File: src/rtl/bch_pkg.sv
// Shared constants, state type and GF(2^4) helpers for the BCH(15,7) decoder.
// GF arithmetic uses polynomial basis with primitive polynomial x^4+x+1.
package bch_pkg;

    localparam int N = 15;
    localparam int K = 7;
    localparam int M = 4;

    localparam logic [M:0]   PRIM_POLY  = 5'b10011;
    localparam logic [M-1:0] ALPHA_INV1 = 4'b1001;
    localparam logic [M-1:0] ALPHA_INV2 = 4'b1101;

    typedef enum logic [1:0] {
        IDLE,
        RUN,
        DONE
    } state_t;

    // Shift-and-add multiply with reduction by the primitive polynomial.
    function automatic logic [M-1:0] gf_mult(input logic [M-1:0] a,
                                             input logic [M-1:0] b);
        logic [M-1:0] acc;
        logic [M-1:0] p;
        acc = '0;
        p   = a;
        for (int i = 0; i < M; i++) begin
            if (b[i])
                acc = acc ^ p;
            if (p[M-1])
                p = (p << 1) ^ PRIM_POLY[M-1:0];
            else
                p = p << 1;
        end
        return acc;
    endfunction

endpackage

File: src/rtl/bch_chien_cell.sv
// One Chien search step: tests Lambda at the current position and advances
// the locator terms by alpha^-1 and alpha^-2. Ports: r1, r2 in; is_root, r1_next, r2_next out.
module bch_chien_cell
    import bch_pkg::*;
(
    input  logic [M-1:0] r1,
    input  logic [M-1:0] r2,
    output logic         is_root,
    output logic [M-1:0] r1_next,
    output logic [M-1:0] r2_next
);

    localparam logic [M-1:0] ONE = {{(M-1){1'b0}}, 1'b1};

    // r1/r2 already hold lambda_i * alpha^(-i*k), so the sum is Lambda(alpha^-k).
    assign is_root = ((ONE ^ r1 ^ r2) == '0);
    assign r1_next = gf_mult(r1, ALPHA_INV1);
    assign r2_next = gf_mult(r2, ALPHA_INV2);

endmodule

File: src/rtl/bch_chien_corrector.sv
// Sequential Chien search and bit correction for BCH(15,7) t=2, one position per clock.
// Ports: clk, rst, in_valid/in_ready + lambda1, lambda2, codeword_in; out_valid/out_ready + codeword_out, data_out, err_count, uncorrectable.
module bch_chien_corrector
    import bch_pkg::*;
(
    input  logic         clk,
    input  logic         rst,
    input  logic         in_valid,
    output logic         in_ready,
    input  logic [3:0]   lambda1,
    input  logic [3:0]   lambda2,
    input  logic [14:0]  codeword_in,
    output logic         out_valid,
    input  logic         out_ready,
    output logic [14:0]  codeword_out,
    output logic [6:0]   data_out,
    output logic [1:0]   err_count,
    output logic         uncorrectable
);

    localparam logic [3:0] LAST_K = 4'(N - 1);

    state_t       state;
    state_t       state_next;
    logic [M-1:0] r1;
    logic [M-1:0] r2;
    logic [M-1:0] r1_next;
    logic [M-1:0] r2_next;
    logic [N-1:0] cw;
    logic [N-1:0] raw;
    logic [N-1:0] cw_flip;
    logic [3:0]   k;
    logic [1:0]   roots;
    logic [1:0]   roots_inc;
    logic [1:0]   deg;
    logic         is_root;

    bch_chien_cell u_cell (
        .r1      (r1),
        .r2      (r2),
        .is_root (is_root),
        .r1_next (r1_next),
        .r2_next (r2_next)
    );

    assign in_ready  = (state == IDLE);
    assign out_valid = (state == DONE);
    assign data_out  = codeword_out[N-1:N-K];

    always_comb begin
        state_next = state;
        unique case (state)
            IDLE: if (in_valid) state_next = RUN;
            RUN:  if (k == LAST_K) state_next = DONE;
            DONE: if (out_ready) state_next = IDLE;
            default: state_next = IDLE;
        endcase
    end

    // Corrected word and root count as they will be after this RUN cycle.
    always_comb begin
        cw_flip   = cw;
        roots_inc = roots;
        if (is_root) begin
            cw_flip[k] = ~cw[k];
            if (roots != 2'd3)
                roots_inc = roots + 2'd1;
        end
    end

    always_ff @(posedge clk or posedge rst) begin
        if (rst)
            state <= IDLE;
        else
            state <= state_next;
    end

    always_ff @(posedge clk or posedge rst) begin
        if (rst) begin
            r1            <= '0;
            r2            <= '0;
            cw            <= '0;
            raw           <= '0;
            k             <= '0;
            roots         <= '0;
            deg           <= '0;
            codeword_out  <= '0;
            err_count     <= '0;
            uncorrectable <= 1'b0;
        end else begin
            unique case (state)
                IDLE: begin
                    if (in_valid) begin
                        r1    <= lambda1;
                        r2    <= lambda2;
                        cw    <= codeword_in;
                        raw   <= codeword_in;
                        k     <= '0;
                        roots <= '0;
                        if (lambda2 != '0)
                            deg <= 2'd2;
                        else if (lambda1 != '0)
                            deg <= 2'd1;
                        else
                            deg <= 2'd0;
                    end
                end
                RUN: begin
                    r1    <= r1_next;
                    r2    <= r2_next;
                    cw    <= cw_flip;
                    roots <= roots_inc;
                    if (k != LAST_K)
                        k <= k + 4'd1;
                    // Result registers load on the final position so DONE
                    // presents them immediately.
                    if (k == LAST_K) begin
                        if (roots_inc == deg) begin
                            codeword_out  <= cw_flip;
                            err_count     <= roots_inc;
                            uncorrectable <= 1'b0;
                        end else begin
                            codeword_out  <= raw;
                            err_count     <= 2'd0;
                            uncorrectable <= 1'b1;
                        end
                    end
                end
                DONE: begin
                end
                default: begin
                end
            endcase
        end
    end

endmodule

File: config.mk
export PLATFORM = sky130hd
export DESIGN_NAME = bch_chien_corrector
export DESIGN_NICKNAME = d
export VERILOG_FILES = /design/src/rtl/bch_pkg.sv /design/src/rtl/bch_chien_cell.sv /design/src/rtl/bch_chien_corrector.sv
export SDC_FILE = /design/constraint.sdc
export NUM_CORES = 1
export LEC_CHECK = 0
export ABC_AREA = 1
export CAP_MARGIN = 20
export CORE_UTILIZATION = 40
export DETAILED_ROUTE_END_ITERATION = 8
export DONT_BUFFER_PORTS = 1
export PLACE_DENSITY_LB_ADDON = 0.3
export SYNTH_ARGS = -nofsm -noshare
export SYNTH_HDL_FRONTEND = slang
export SYNTH_SLANG_ARGS = --single-unit
export TNS_END_PERCENT = 100
File: constraint.sdc
create_clock -name clk -period 2.55 [get_ports clk]
set_clock_uncertainty 0.2 [all_clocks]
set_input_delay 0.3825 -clock clk [delete_from_list [all_inputs] [get_ports clk]]
set_output_delay 0.3825 -clock clk [all_outputs]
set_load 0.05 [all_outputs]
==> summary.md, run 1 <==
| Metric | Value |
|---|---|
| Post-CTS resize count | 0 |
| Yosys reg bits | 66 |
| Via-to-Cell Ratio | 4.770 |
| FMAX | 482.8 MHz |
| Cts hold-fix bufs | 18 |
| Die width | slightly below 100 µm |
| Pins over their slew limit | 0 |
| Worst VDD drop | ~480 µV |
| Seq/Total Area, Yosys | 0.4348 |
| Clock tree from TritonCTS | done |
| R2r startpoint | r2[3] |
| Initial antenna violation count | 0 |
| Port buffer count | 0 |
| First-pass GRT wire length | between 15,000 and 20,000 µm |
| CTS Sinks | 66 |
| Final hold slack | about 0.009 ns |
| WL/cell | 13.31 µm |
| H-tree levels | 3 |
| Synth area leaders | dfrtp_1 (43%), nand2_1 (18%), inv_1 (6.2%) |
| Pre-Repair DR Iteration Count | 4 |
| Fin Setup TNS | 0 ns |
| Most common library cells after synthesis | nand2_1 (182), dfrtp_1 (66), inv_1 (63) |
| Via count | between 3,000 and 4,000 |
| Arrival time worst endpoint | 2.10 ns |
| Critical path launch point | r2[3] |
| Area leader, netlist | dfrtp_1 |
| Residual DRC | 0 |
| Clock buffer count from CTS | 9 |
| Diodes inserted | 0 |
| Reg2reg end | uncorrectable |
| Mapped Cells | 490 |
| Clk buf depth | 2 |
| WL final | 8622 µm |
| Critical path type | reg -> reg |
| Post-synth cell types | 31 |
| Yosys warns | 0 |
| Post-CTS Setup Bufs | 0 |
| Worst-path cell chain | inv_1, nand2_1, nand2_1, nor2_4, nand3b_2, nand3_1, nand2_2, nor2_4, nand2_1, o21a_1 |
| DIE AREA | approximately 0.01 mm² |
| Fill count | 938 |
| Number of synthesized flops with an enable pin | 0 |
| Hold path cells | 2 |
| Slew headroom | 0.5927 |
| Hold crit path type | in -> reg |
| Final Setup Violations | 0 |
| Critical path fanouts, max | 16 |
| DR iter-0 viols | 196 |
| Die Y | 99.45 µm |
| Post-Syn Nets | 521 |
| Total track usage | 0.1979 |
| Synth async-reset ratio | 1.000 |
| Reg2reg setup slack | roughly 0.48 ns |
| Synth Area per Inst | 7.752 µm² |
| Clk_lat worst skew | about 0.34 ns |
| Final HPWL DP | 6029 µm |
| Top-area cell type share of the netlist area | 0.4348 |
| Count leader, synth | nand2_1 |
| Status | complete, no violations |
| Crit path required time | 2.58 ns |
| Antenna viol nets, final | 0 |
| I/O Pins | 54 |
| Final hold violations | 0 |
| Final Cycle Share | 0.8123 |
| Most frequent CP cell | nand2_1 |
| Leak | 2.252 nW |
| Root buf cell | clkbuf_8 |
| GRT overflow | 0 |
| FF-to-FF path depth | 10 |
| Netlist Area Pre-Place | 0.003799 mm² |
| Core ar. | 0.009240 mm² |
| Clock-pin transition on the worst setup and hold timing paths | about 0.080 ns |
| FP Rows | 35 |
| Hold Path Sink | r1[3] |
| Max Cap Viol | 0 |
| Largest net degree at the start of global routing | just over 40 |
| Area growth syn-to-layout | 13.44% |
| Vias in the first global route | around 3,200 |
| Crit. End Element | flip-flop |
| Crit-path max cell delay | 0.39 ns |
| Initial core utilization | 0.4111 |
| Fin nets | about 550 |
| RSZ-0062 raised after global routing | false |
| GP Congestion | 0.9038 |
| Final min period | between 2 and 2.5 ns |
| CP Launch Type | flip-flop |
| Slew @ Worst Pin | 0.6100 ns |
| Hold_sp | lambda1[3] |
| CP max stage cell | dfrtp_1 |
| Top FF cell, synth | dfrtp_1 |
| Share of layout cells above drive strength 1 | 0.1618 |
| PD cells | 1433 mW/mm² |
## sequential cells by signal, summed over array words and instances, names as in the netlist
name and cells:
deg 2, r2 4, r1 4, cw 15, state 2, raw 15, codeword_out 15, uncorrectable 1
roots 2, err_count 2, k 4
## kinds of logic after synthesis
family / synth area share
adders and majority gates: 0.01318
buffers and inverters: 0.1113
xor gates and xnor gates: 0.009222
AOI/OAI and AO/OA: 0.09190
and+or+nand+nor: 0.3396
DFF: 0.4348
## per-layer routing
metal	GRT usage	routed length (µm)	vias up
li1	-	-	1568
met1	0.2643	4090	1466
met2	0.3248	4109	49
met3	0.03303	313	8
met4	0.07127	108	0
met5	0	0	-
## worst max-delay path by stage
stage                                 end  slack, ns  depth (start not counted)
final                       uncorrectable       0.48                         10
after global routing      codeword_out[1]       0.29                         11
after CTS                   uncorrectable       0.47                         10
after detailed placement    uncorrectable       0.48                         10
after global placement      uncorrectable       0.52                         11
after floorplan                    deg[1]       0.23                          6
## layout by cell type, fill, tap and decap left out
cell type      instances
inv_1                 62
o211ai_1              17
o21a_1                 2
nor3_1                 2
o22ai_1                3
dlygate4sd3_1         18
nand2_1              182
a21oi_1                1
inv_2                 10
buf_4                 16
dfrtp_1               66
o21ai_1                2
nand3b_2               1
nor2_4                 3
o21ai_0               24
nor4_1                 2
nor2_2                 4
clkbuf_1               1
nor2_1                11
o31ai_1                1
buf_12                 1
clkbuf_8              11
xor2_1                 4
nand2_2                7
nand3_1               24
clkinv_1               3
ha_1                   4
a22oi_1                6
nand3_2               12
clkinv_2               3
nand2_4               15
nor2_8                 1
## metrics by stage
step                      utilization  instances  worst slack, ns  cell area (µm²)  total power [mW]
after floorplan                     -        490           0.2346             3799             4.873
after global placement         0.4284        615           0.5181             3959             5.334
after detailed placement       0.4284        615           0.4849             3959             5.411
after CTS                      0.4664        648           0.4689             4309             6.243
after global routing           0.4664        648           0.2923             4309             6.745
final                          0.4664        648           0.4787             4309             6.173
## critical path, delay by kind of cell, from the launching register on
family,cells,cell delay (ns)
flip-flops,1,0.39
buffers and inverters,1,0.07
AO/OA/AOI/OAI,1,0.14
AND/OR/NAND/NOR,8,1.16
## final cells by class
class / instances / area (µm²) / area share
inverter: 75 / 281.5 / 0.06533
sequential: 66 / 1652 / 0.3833
timing repair buffer: 35 / 320.3 / 0.07433
tap: 129 / 161.4 / 0.03746
clock inverter: 3 / 15.01 / 0.003484
clock buffer: 12 / 155.1 / 0.03600
multi-input combinational: 328 / 1724 / 0.4001
## power by group
group,total [mW],switching [mW],internal (mW)
combinational,3.24,2.21,1.03
sequential,2.14,0.602,1.54
clock,0.787,0.391,0.396
Power figures use the tool's default switching activity.
==> run 2: changes to the inputs <==
Clock period 2.55 ns to 2.04 ns, I/O delays scaled along.
==> run 2 against run 1 <==
Final cell count up 3.2%. Total power up 36%. Register-to-register slack worse by 0.33 ns. Non-clock buffer count grew 21. Sequential power grew 25%. Sequential cell count did not move. Utilization rose by 3.1 points. First-iteration DRC count shrank 32%. Worst hold slack improved by 0.068 ns. Wire length rose by 2.4%.
==> summary.md, run 2 (synthesis results as in run 1) <==
| Metric | Value |
|---|---|
| Status | complete, no violations |
| Area growth syn-to-layout | 21.05% |
| Slew headroom | 0.6651 (+0.07238) |
| Clock-pin transition on the worst setup and hold timing paths | 0.07 ns (about the same) |
| Internal | 4.226 mW (+42%) |
| Leak | 2.367 nW (+5.1%) |
| Via-to-Cell Ratio | 4.773 (about the same) |
| H-tree levels | 3 (unchanged) |
| Share of layout cells above drive strength 1 | 0.1870 (+0.02519) |
| Arrival time worst endpoint | 1.93 ns (-0.17 ns) |
| I/O Pins | 54 (unchanged) |
| Clock tree from TritonCTS | done |
| Core ar. | 0.009240 mm² (unchanged) |
| Critical path fanouts, max | 8 (-8) |
| RSZ-0062 raised after global routing | false |
| R2r startpoint | r2[2] |
| Max Cap Viol | 0 (unchanged) |
| Finished Cell Area | 0.004598 mm² (+6.7%) |
| Hold crit path type | in -> reg |
| Placed insts | 625 (+1.6%) |
| GRT overflow | 0 (unchanged) |
| FP Rows | 35 (unchanged) |
| WL/cell | 13.20 µm (-0.78%) |
| Final Setup Violations | 0 (unchanged) |
| GP Congestion | 0.8737 (-3.3%) |
| Hold Path Sink | r2[0] |
| FF-to-FF path depth | 13 (+3) |
| Worst VDD drop | 875.7 µV (+82%) |
| Clock buffer count from CTS | 9 (unchanged) |
| Switching power share of the total | 0.4964 (-0.02198) |
| Hold_sp | lambda2[0] |
| Top flop regs | codeword_out: 15 flops, cw: 15 flops, raw: 15 flops |
| CP max stage cell | dfrtp_1 |
| Reg2reg end | codeword_out[0] |
| Final Cycle Share | 0.9295 (+0.1172) |
| Clk buf depth | 2 (unchanged) |
| Largest net degree at the start of global routing | 67 (+63%) |
| Antenna viol nets, final | 0 (unchanged) |
| Diodes inserted | 0 (unchanged) |
| Final core occ | 0.4976 (+0.03128) |
| Port buffer count | 0 (unchanged) |
| Residual DRC | 0 (unchanged) |
| Highest-count cells in the layout ignoring fill and taps | nand2_1 (179), dfrtp_1 (66), inv_1 (62), dlygate4sd3_1 (26), buf_4 (25) |
| Root buf cell | clkbuf_8 |
| Die Y | 99.45 µm (unchanged) |
| Reg2reg setup slack | 0.14 ns (-0.33 ns) |
| Clk_lat worst skew | 0.34 ns (about the same) |
| Fin Setup TNS | 0 ns (unchanged) |
| WL final | 8832 µm (+2.4%) |
| Final hold violations | 0 (unchanged) |
| Initial antenna violation count | 0 (unchanged) |
| Vias in the first global route | 3,255 (+2.3%) |
| PD cells | 1825 mW/mm² (+27%) |
| Clock power frac | 0.127 (about the same) |
| Die width | 99.45 µm (unchanged) |
| DP Worst Slack | 0.03782 ns (-0.4471 ns) |
| Final min period | 1.896 ns (-0.1751 ns) |
| Via count | 3,193 (+3.3%) |
| Combinational share of power | 0.555 (+0.030) |
| First-pass GRT wire length | 15,570 µm (+0.76%) |
| Hold path cells | 2 (unchanged) |
| Slew @ Worst Pin | 0.5023 ns (-0.1077 ns) |
| DR iter-0 viols | 134 (-32%) |
| Crit. End Element | flip-flop |
| Pre-Repair DR Iteration Count | 4 (unchanged) |
| FMAX | 527.4 MHz (+9.2%) |
| Critical path type | reg -> reg |
| Initial core utilization | 0.4111 (unchanged) |
| Worst-path cell chain | nand2_1, nand2_1, nor2_4, nand2_4, nand2_4, nand2_2, nand2_2, nand2_2, nand2_8, buf_12, nand2_4, nand3_2, nand2_1 |
| Pins over their slew limit | 0 (unchanged) |
| Final non-filler cell total | 669 (+3.2%) |
| Post-DP Area | 0.004065 mm² (+2.7%) |
| Reg power frac | 0.318 (-0.029) |
| Final HPWL DP | 6113 µm (+1.4%) |
| Final WS setup | 0.1438 ns (-0.3349 ns) |
| Fin nets | 567 (+3.8%) |
| Crit path required time | 2.08 ns (-0.50 ns) |
| Commonest non-fill, non-tap cell in the layout | nand2_1 |
| Crit-path max cell delay | 0.41 ns (+0.02 ns) |
| CTS Sinks | 66 (unchanged) |
| Total track usage | 0.2011 (+0.003183) |
| CP Launch Type | flip-flop |
| DIE AREA | 0.009890 mm² (unchanged) |
| Switch Pwr | 4.165 mW (+30%) |
==> run 2: worst max-delay path by stage <==
| stage | start | end | slack, ns |
|---|---|---|---|
| floorplan | state[0] | deg[1] | 0.01 |
| detailed placement | r2[0] | codeword_out[9] | 0.04 |
| global placement | r2[3] | codeword_out[8] | 0.11 |
| global route | k[0] | codeword_out[10] | 0.003 |
| finish | r2[2] | codeword_out[0] | 0.14 |
| CTS | r2[3] | codeword_out[9] | 0.04 |
==> run 2: cell type report <==
cell class / instances / area (µm²)
Clock buffer: 12 / 145.1
Clock inverter: 3 / 40.04
Fill cell: 877 / 4642
Inverter: 75 / 287.8
Multi-Input combinational cell: 328 / 1764
Sequential cell: 66 / 1652
Tap cell: 129 / 161.4
Timing Repair Buffer: 56 / 548.0
==> run 2: per-stage QoR <==
stage | total power, mW | hold slack (ns)
4_1_cts | 8.192 | 0.05057
3_5_place_dp | 7.057 | 0.1106
6_report | 8.391 | 0.07683
2_1_floorplan | 6.096 | 0.1923
3_3_place_gp | 6.946 | 0.1016
5_1_grt | 9.082 | 0.07698
==> run 2: what timing repair did <==
| action | in CTS | in global routing |
|---|---|---|
| hold endpoints to repair | 106 | 0 |
| setup endpoints to repair | 0 | 17 |
| hold buffers | 26 | 0 |
| setup buffers | 0 | 3 |
| resized for setup | 0 | 9 |
==> run 2: power by group through the flow <==
| stage | registers (mW) | clock network, mW | logic (mW) |
|---|---|---|---|
| 2_1_floorplan | 2.82 | 0 | 3.28 |
| 3_3_place_gp | 2.67 | 0 | 4.28 |
| 3_5_place_dp | 2.68 | 0 | 4.38 |
| 4_1_cts | 2.66 | 1.09 | 4.44 |
| 5_1_grt | 2.74 | 1.15 | 5.19 |
| 6_report | 2.67 | 1.06 | 4.66 |
==> run 2: per-layer routing <==
metal / track usage / share of wire / up-vias / wire length, µm
met4: 0.07692 / 0.018 / 0 / 155
met2: 0.3280 / 0.47 / 70 / 4131
li1: - / - / 1616 / -
met5: 0 / 0 / - / 0
met1: 0.2568 / 0.46 / 1492 / 4066
met3: 0.05200 / 0.054 / 15 / 479
==> run 2: critical path, delay by kind of cell, from the launching register on <==
kind	cells	cell delay, ns
AND/OR/NAND/NOR	12	1.02
flip-flops	1	0.41
buffers and inverters	1	0.14
